`src/rtl/bp_me_cache_dma_mux.sv`:
```
// Merges per-bank L2 DMA channels onto one memory channel: round-robin packet
// arbitration, in-order read-return routing via a bank-ID FIFO, write-burst forwarding.
module bp_me_cache_dma_mux #(
  parameter int banks_p       = 2,
  parameter int addr_width_p  = 28,
  parameter int fill_width_p  = 64,
  parameter int beats_p       = 8,
  parameter int rd_fifo_els_p = 4,
  localparam int PktW  = 1 + addr_width_p,
  localparam int BankW = (banks_p > 1) ? $clog2(banks_p) : 1
) (
  input  logic                             clk_i,
  input  logic                             reset_n_i,
  input  logic [banks_p*PktW-1:0]          dma_pkt_i,
  input  logic [banks_p-1:0]               dma_pkt_v_i,
  output logic [banks_p-1:0]               dma_pkt_ready_and_o,
  output logic [banks_p*fill_width_p-1:0]  dma_data_o,
  output logic [banks_p-1:0]               dma_data_v_o,
  input  logic [banks_p-1:0]               dma_data_ready_and_i,
  input  logic [banks_p*fill_width_p-1:0]  dma_data_i,
  input  logic [banks_p-1:0]               dma_data_v_i,
  output logic [banks_p-1:0]               dma_data_ready_and_o,
  output logic [PktW-1:0]                  mem_pkt_o,
  output logic [BankW-1:0]                 mem_pkt_bank_o,
  output logic                             mem_pkt_v_o,
  input  logic                             mem_pkt_ready_and_i,
  input  logic [fill_width_p-1:0]          mem_rdata_i,
  input  logic                             mem_rdata_v_i,
  output logic                             mem_rdata_ready_and_o,
  output logic [fill_width_p-1:0]          mem_wdata_o,
  output logic                             mem_wdata_v_o,
  input  logic                             mem_wdata_ready_and_i
);

  localparam int CntW = (beats_p > 1) ? $clog2(beats_p) : 1;
  localparam int FpW  = (rd_fifo_els_p > 1) ? $clog2(rd_fifo_els_p) : 1;
  localparam int FcW  = $clog2(rd_fifo_els_p + 1);
  localparam logic [CntW-1:0]  LastBeat = CntW'(beats_p - 1);
  localparam logic [BankW-1:0] LastBank = BankW'(banks_p - 1);
  localparam logic [FpW-1:0]   LastSlot = FpW'(rd_fifo_els_p - 1);
  localparam logic [FcW-1:0]   FifoFull = FcW'(rd_fifo_els_p);

  typedef enum logic [0:0] {ST_IDLE, ST_WRITE} state_e;

  logic [banks_p-1:0][PktW-1:0]         pkt_arr;
  logic [banks_p-1:0][fill_width_p-1:0] wdat_arr;
  assign pkt_arr  = dma_pkt_i;
  assign wdat_arr = dma_data_i;

  state_e            state_q, state_d;
  logic [BankW-1:0]  ptr_q, ptr_d;
  logic [BankW-1:0]  wbank_q, wbank_d;
  logic [CntW-1:0]   wcnt_q, wcnt_d;
  logic [CntW-1:0]   rcnt_q, rcnt_d;
  logic [BankW-1:0]  fifo_mem_q [rd_fifo_els_p];
  logic [FpW-1:0]    wr_ptr_q, wr_ptr_d, rd_ptr_q, rd_ptr_d;
  logic [FcW-1:0]    count_q, count_d;

  logic              win_found;
  logic [BankW-1:0]  win_idx;
  logic [BankW:0]    scan_idx;
  logic              win_is_write, fifo_full, fifo_nonempty;
  logic              pkt_offer, pkt_acc, push, pop;
  logic              in_write, wr_xfer, rd_ok, rd_xfer;
  logic [BankW-1:0]  head;

  // Round-robin scan starting at the pointer; first valid bank wins.
  always_comb begin
    win_found = 1'b0;
    win_idx   = '0;
    scan_idx  = '0;
    for (int i = 0; i < banks_p; i++) begin
      scan_idx = {1'b0, ptr_q} + (BankW+1)'(i);
      if (scan_idx >= (BankW+1)'(banks_p)) scan_idx = scan_idx - (BankW+1)'(banks_p);
      if (!win_found && dma_pkt_v_i[scan_idx[BankW-1:0]]) begin
        win_found = 1'b1;
        win_idx   = scan_idx[BankW-1:0];
      end
    end
  end

  assign win_is_write  = pkt_arr[win_idx][PktW-1];
  assign fifo_full     = (count_q == FifoFull);
  assign fifo_nonempty = (count_q != '0);
  // A full FIFO blocks reads even when a pop lands in the same cycle.
  assign pkt_offer     = reset_n_i && (state_q == ST_IDLE) && win_found
                         && (win_is_write || !fifo_full);
  assign pkt_acc       = pkt_offer && mem_pkt_ready_and_i;
  assign push          = pkt_acc && !win_is_write;

  assign mem_pkt_v_o    = pkt_offer;
  assign mem_pkt_o      = pkt_arr[win_idx];
  assign mem_pkt_bank_o = win_idx;

  assign in_write      = reset_n_i && (state_q == ST_WRITE);
  assign mem_wdata_v_o = in_write && dma_data_v_i[wbank_q];
  assign mem_wdata_o   = wdat_arr[wbank_q];
  assign wr_xfer       = mem_wdata_v_o && mem_wdata_ready_and_i;

  assign head                  = fifo_mem_q[rd_ptr_q];
  assign rd_ok                 = reset_n_i && fifo_nonempty;
  assign mem_rdata_ready_and_o = rd_ok && dma_data_ready_and_i[head];
  assign rd_xfer               = mem_rdata_v_i && mem_rdata_ready_and_o;
  assign pop                   = rd_xfer && (rcnt_q == LastBeat);
  assign dma_data_o            = {banks_p{mem_rdata_i}};

  always_comb begin
    dma_pkt_ready_and_o  = '0;
    dma_data_ready_and_o = '0;
    dma_data_v_o         = '0;
    for (int b = 0; b < banks_p; b++) begin
      dma_pkt_ready_and_o[b]  = pkt_acc && (win_idx == BankW'(b));
      dma_data_ready_and_o[b] = in_write && mem_wdata_ready_and_i && (wbank_q == BankW'(b));
      dma_data_v_o[b]         = rd_ok && mem_rdata_v_i && (head == BankW'(b));
    end
  end

  always_comb begin
    state_d = state_q;
    ptr_d   = ptr_q;
    wbank_d = wbank_q;
    wcnt_d  = wcnt_q;
    unique case (state_q)
      ST_IDLE: begin
        if (pkt_acc) begin
          ptr_d = (win_idx == LastBank) ? '0 : win_idx + 1'b1;
          if (win_is_write) begin
            state_d = ST_WRITE;
            wbank_d = win_idx;
            wcnt_d  = '0;
          end
        end
      end
      ST_WRITE: begin
        if (wr_xfer) begin
          if (wcnt_q == LastBeat) begin
            state_d = ST_IDLE;
            wcnt_d  = '0;
          end else begin
            wcnt_d = wcnt_q + 1'b1;
          end
        end
      end
      default: state_d = ST_IDLE;
    endcase
  end

  always_comb begin
    rcnt_d   = rcnt_q;
    wr_ptr_d = wr_ptr_q;
    rd_ptr_d = rd_ptr_q;
    count_d  = count_q;
    if (rd_xfer) rcnt_d = pop ? '0 : rcnt_q + 1'b1;
    if (push) wr_ptr_d = (wr_ptr_q == LastSlot) ? '0 : wr_ptr_q + 1'b1;
    if (pop)  rd_ptr_d = (rd_ptr_q == LastSlot) ? '0 : rd_ptr_q + 1'b1;
    unique case ({push, pop})
      2'b10:   count_d = count_q + 1'b1;
      2'b01:   count_d = count_q - 1'b1;
      default: count_d = count_q;
    endcase
  end

  always_ff @(posedge clk_i or negedge reset_n_i) begin
    if (!reset_n_i) begin
      state_q  <= ST_IDLE;
      ptr_q    <= '0;
      wbank_q  <= '0;
      wcnt_q   <= '0;
      rcnt_q   <= '0;
      wr_ptr_q <= '0;
      rd_ptr_q <= '0;
      count_q  <= '0;
      for (int k = 0; k < rd_fifo_els_p; k++) fifo_mem_q[k] <= '0;
    end else begin
      state_q  <= state_d;
      ptr_q    <= ptr_d;
      wbank_q  <= wbank_d;
      wcnt_q   <= wcnt_d;
      rcnt_q   <= rcnt_d;
      wr_ptr_q <= wr_ptr_d;
      rd_ptr_q <= rd_ptr_d;
      count_q  <= count_d;
      if (push) fifo_mem_q[wr_ptr_q] <= win_idx;
    end
  end

endmodule

```
`config.mk`:
```
export PLATFORM = sky130hd
export DESIGN_NAME = bp_me_cache_dma_mux
export DESIGN_NICKNAME = d
export VERILOG_FILES = /design/src/rtl/bp_me_cache_dma_mux.sv
export SDC_FILE = /design/constraint.sdc
export NUM_CORES = 1
export LEC_CHECK = 0
export CORE_AREA = 3 3 192 194
export CTS_CLUSTER_DIAMETER = 60
export DETAILED_ROUTE_END_ITERATION = 8
export DIE_AREA = 0 0 195 197
export GPL_ROUTABILITY_DRIVEN = 1
export MAX_ROUTING_LAYER = met4
export PLACE_DENSITY = 0.46
export SLEW_MARGIN = 20
export SYNTH_ARGS = -nofsm -noshare
export SYNTH_HDL_FRONTEND = slang
export SYNTH_SLANG_ARGS = --single-unit
```
`constraint.sdc`:
```
create_clock -name clk_i -period 3.6 [get_ports clk_i]
set_input_delay 0.72 -clock clk_i [delete_from_list [all_inputs] [get_ports clk_i]]
set_output_delay 0.72 -clock clk_i [all_outputs]
set_load 0.02 [all_outputs]
```
# Word-level counts from Yosys, hierarchy flattened
# Index checks and enable logic that the tools add are counted.
# totals
register_bits	20
input_bits	261
elab_cells	118
# op_classes
eq_ne	10
add_sub_neg	10
order_cmp	10
bitwise	6
n_reduce_logical	31
muxes	39
# op_table
cell	count
$mux 64	2
$mux 29	2
$logic_and 1x1->1	22
$mux 1	22
$mux 3	5
$pmux 3 s2	2
$lt 1x2->1 const B	5
$add 3x1->3 const B	3
$eq 3x3->1 const B	3
$eq 2x2->1 const B	3
$ge 3x3->1 const B	2
$not 2->3	2
$reduce_and 3->1	2
$add 2x1->2 const B	2
$bwmux 4	1
$mux 2	2
$ne 2x2->1 const B	2
$not 1->1	4
$logic_not 1->1	3
$lt 3x1->1 const B	1
$reduce_bool 3->1	1
$sub 3x1->3 const B	1
$add 1x1->2 const B	1
$bmux 1 s2	1
11 further kinds	12

# Longest topological paths before layout
# logic_depth
word_depth	16
ltp_mapped	11
mapped_depth_nobuf	11

# Least setup slack after synthesis
# No wires, ideal clock.
# synth_timing
path_type	register to register
from	register rd_ptr_q[0]
to	register count_q[2]
setup_ns	0.079
path_buffers	0
required_time_ns	3.521
stages_incl_launch_ff	11
setup_slack_ns	1.080
arrival_time_ns	2.441
synth_period_minus_slack_ns	2.520
path_cell_list	dfrtp_1 mux4_2 mux2i_2 nor2_2 and2_4 ha_1 inv_1 fa_1 xor2_1 nor2_1 xor2_1
# synth_between
elab_chain_len	11
word_cells_on_any_way	13
# synth_rtl
item	line	source
from (decl)	56	logic [FpW-1:0] wr_ptr_q, wr_ptr_d, rd_ptr_q, rd_ptr_d;
from (signal assigned)	181	rd_ptr_q <= rd_ptr_d;
$not 2->3 (implied by the code) *	100	assign head = fifo_mem_q[rd_ptr_q];
$bmux 1 s2 *	100	
$mux 1 (implied by the code) * (2 in a row)	100	
$mux 1 (implied by the code) * (2 in a row)	102	assign mem_rdata_ready_and_o = rd_ok && dma_data_ready_and_i[head];
$logic_and 1x1->1 *	102	
$logic_and 1x1->1 *	103	assign rd_xfer = mem_rdata_v_i && mem_rdata_ready_and_o;
$logic_and 1x1->1 *	104	assign pop = rd_xfer && (rcnt_q == LastBeat);
via pop	63	logic pkt_offer, pkt_acc, push, pop;
$eq 2x1->1 / $eq 2x2->1 (equally long branches)	156	unique case ({push, pop})
$pmux 3 s2 / $reduce_bool 2->1 (equally long branches)	--	
to (signal assigned)	182	count_q <= count_d;
to (decl)	57	logic [FcW-1:0] count_q, count_d;
# The timed path passes the listed nets; every way through them passes the cells marked *. The select of a mux whose other input is x is not followed.
# A chain may end at the register's enable or synchronous reset.

# Worst setup path after layout
# layout_timing
from	input port dma_pkt_v_i[0]
to	output port mem_pkt_o[17]
# layout_between
elab_chain_len	8
word_cells_on_any_way	11
# layout_rtl
item	line	source
from (decl)	15	input logic [banks_p-1:0] dma_pkt_v_i,
$mux 1 (implied by the code) (2 in a row)	75	if (!win_found && dma_pkt_v_i[scan_idx[BankW-1:0]]) begin
$mux 1	75	
$logic_not 1->1	75	
$logic_and 1x1->1	75	
$mux 1 *	75	
$mux 29 (implied by the code) * (2 in a row)	92	assign mem_pkt_o = pkt_arr[win_idx];
to (decl)	23	output logic [PktW-1:0] mem_pkt_o,
# Mark *: on every way between the ends. The rest lies on a longest branch, timed or not. The select of a mux whose other input is x is not followed.

==> reports/qor.txt <==
GPL Wtd Cong: 0.714
Synth Area per Inst: 7.97 sq um
hold_ws: 0.505 ns
Worst Hold Class: flop to flop
Max IR drop VDD: 0.232 mV
post-synth top area cell: buf_4
drc violations: 0
vias in the first global route: 3420
largest net degree at the start of global routing: 47
internal power: 1.27 mW
power share of the clock group: 0.120
top post-synthesis cells by area: buf_4 (30%), mux2_2 (24%), dfrtp_1 (15%), nand2_1 (11%), ha_1 (3.8%)
CTS tree: built
Sw Ratio: 0.398
Final #Nets: 854
GRT Util Overall: 0.0899
EDFF count, synth: 0
most common cell in the netlist: buf_4
grt ovf: 0
Final min period: 3.34 ns
Post CTS Setup Buffer Count: 0
DR iter-0 viols: 92
Period Utilization, post-route: 0.927
highest-delay cell along the critical path: clkdlybuf4s50_1
Logic pwr share: 0.672
relative slew slack: 0.556
footprint of the multi-input gates: 1690 sq um
CTS Hold Bufs: 0
Synth cell types: 32
WL final: 18400 um
ANT nets after route: 0
maximum fanout along the worst path: 31
die height: 197 um
sequential share of power: 0.208
highest metal used: met4
Synth top cells by count: buf_4 (129), nand2_1 (95), mux2_2 (71)
Port Buffers: 299
top cell type's share of synthesized area: 0.296
setup ws final: 0.262 ns
core area: 35400 sq um
synth warn: 0
Async S/R FF share, synth: 1.00
synthesized area: 3270 sq um
Leakage: 2.40 nW
worst stage delay on the critical path: 0.61 ns
area grow syn2layout: 84.0%
Vias/cell: 3.05
Worst R2R Setup Slack: 0.86 ns
Synth Instances: 410
RSZ-0062 raised after global routing: false
Avg WL per Cell: 17.7 um
Worst-path clk slew: 0.06 ns
M1 WL: 7210 um
post-synthesis net count: 682
die area: 38400 sq um
max-cap viol count: 0
Fillers: 3995
kind of end point of the critical path: primary output
Boundary Pins: 492
status: finished, final reports clean
Die X: 195 um
Reg area: 504 sq um
Crit path required time: 2.88 ns
Rows: 69
global-route wire length before repair: 25100 um
CTS max path bufs: 2
Clk Latency, worst-skew pair: 0.25 ns
DP HPWL: 16300 um
metal2 WL: 8550 um
initial antenna violation count: 0
CP Data Arrival Time: 2.62 ns
final setup TNS: 0 ns
Clock Sinks: 20
max-slew violation count: 0
Final Hold Viols: 0
Critical Path Start Type: primary input
via count: 3180
Worst Tran Pin Value: 0.667 ns
post-synthesis sequential area ratio: 0.153
n_diodes: 0
cts repair resizes: 0
Starting Density: 0.0923
root buffer cell: clkbuf_16
ratio of cells with drive above 1 in the final layout: 0.169
FF+latch count, synth: 20
Overall Power: 2.10 mW
Psw: 838 uW
ys flop type: dfrtp_1
post-place setup slack: 0.257 ns
kind of critical path: primary input to primary output
fmax: 0.300 GHz
H-tree depth: 1
CTS Buf Count: 3
Clock Skew: 0.00396 ns
crit-path cells: clkdlybuf4s50_1 > nand2b_1 > nand2_2 > buf_4 > nand2_1 > nand2_1 > clkdlybuf4s50_1
final setup vio count: 0
delay-heaviest family, CP: buffers and inverters
CP bufs+invs: 3
metal3 WL: 2230 um
detailed-router iteration count before antenna repair: 4
power per cell area: 350 nW/um^2
cell usage in the layout, fill, tap and decap left out, types with 2 or more instances in the layout:
master and count:
ha_1 10, clkdlybuf4s50_1 297, nor2_1 12, a21oi_1 7
mux2i_1 4, nor3_1 4, clkbuf_16 3, dfrtp_1 19
xor2_1 2, mux2_4 2, buf_4 11, nand3b_1 2
buf_12 2, mux2_2 71, o21ai_0 7, nand2_1 95
inv_1 15
through the flow:
step                instance area (sq um)  cells  utilization
detailed placement                   5920   1038        0.167
global route                         6010   1042        0.170
finish                               6010   1042        0.170
global placement                     5920   1038        0.167
CTS                                  6010   1042        0.170
floorplan                            3270    410            -
path summary, 6_finish.rpt:
path,depth (start not counted),endpoint,from
max in group asynchronous,2,wbank_q,reset_n_i
min,1,fifo_mem_q[2],fifo_mem_q[2]
max,7,mem_pkt_o[17],dma_pkt_v_i[0]
max reg2reg,10,count_q[2],rd_ptr_q[0]
min reg2reg,1,fifo_mem_q[2],fifo_mem_q[2]
min in group asynchronous,1,count_q[2],reset_n_i
flip-flops by register name (all words and copies together) (netlist names):
name	count
wbank_q	1
ptr_q	1
rd_ptr_q	2
wr_ptr_q	2
state_q	1
wcnt_q	3
rcnt_q	3
fifo_mem_q	4
count_q	3
cell families (layout without fill, tap and decap cells):
logic type      after synthesis  count (layout)  synth area share
compound gates               19              19            0.0410
xor+xnor                      3               3           0.00804
fa+ha+maj                    11              11            0.0444
buf+inv                     159             330             0.331
flops                        20              20             0.153
mux                          79              79             0.277
simple gates                119             119             0.145
power groups by stage:
| stage | combinational [mW] | sequential, mW | clock (mW) |
|---|---|---|---|
| 6_report | 1.41 | 0.438 | 0.253 |
| 4_1_cts | 1.45 | 0.441 | 0.261 |
| 5_1_grt | 1.53 | 0.462 | 0.272 |
| 2_1_floorplan | 0.945 | 0.385 | 0 |
| 3_5_place_dp | 1.44 | 0.445 | 0 |
| 3_3_place_gp | 1.43 | 0.445 | 0 |
layout make-up:
class / instances / share of cell area
repair buffers: 310 / 0.515
multi-input cells: 231 / 0.281
well taps: 461 / 0.0959
inverters: 16 / 0.00999
flip-flops and latches: 20 / 0.0839
clock buffers: 4 / 0.0148
routing by layer:
layer | global-route usage | vias to the layer above
met3 | 0.0450 | 30
met1 | 0.103 | 1365
met2 | 0.142 | 247
met5 | - | -
li1 | - | 1538
met4 | 0.0190 | 0
Note: power is estimated with default switching activity, not from simulation.
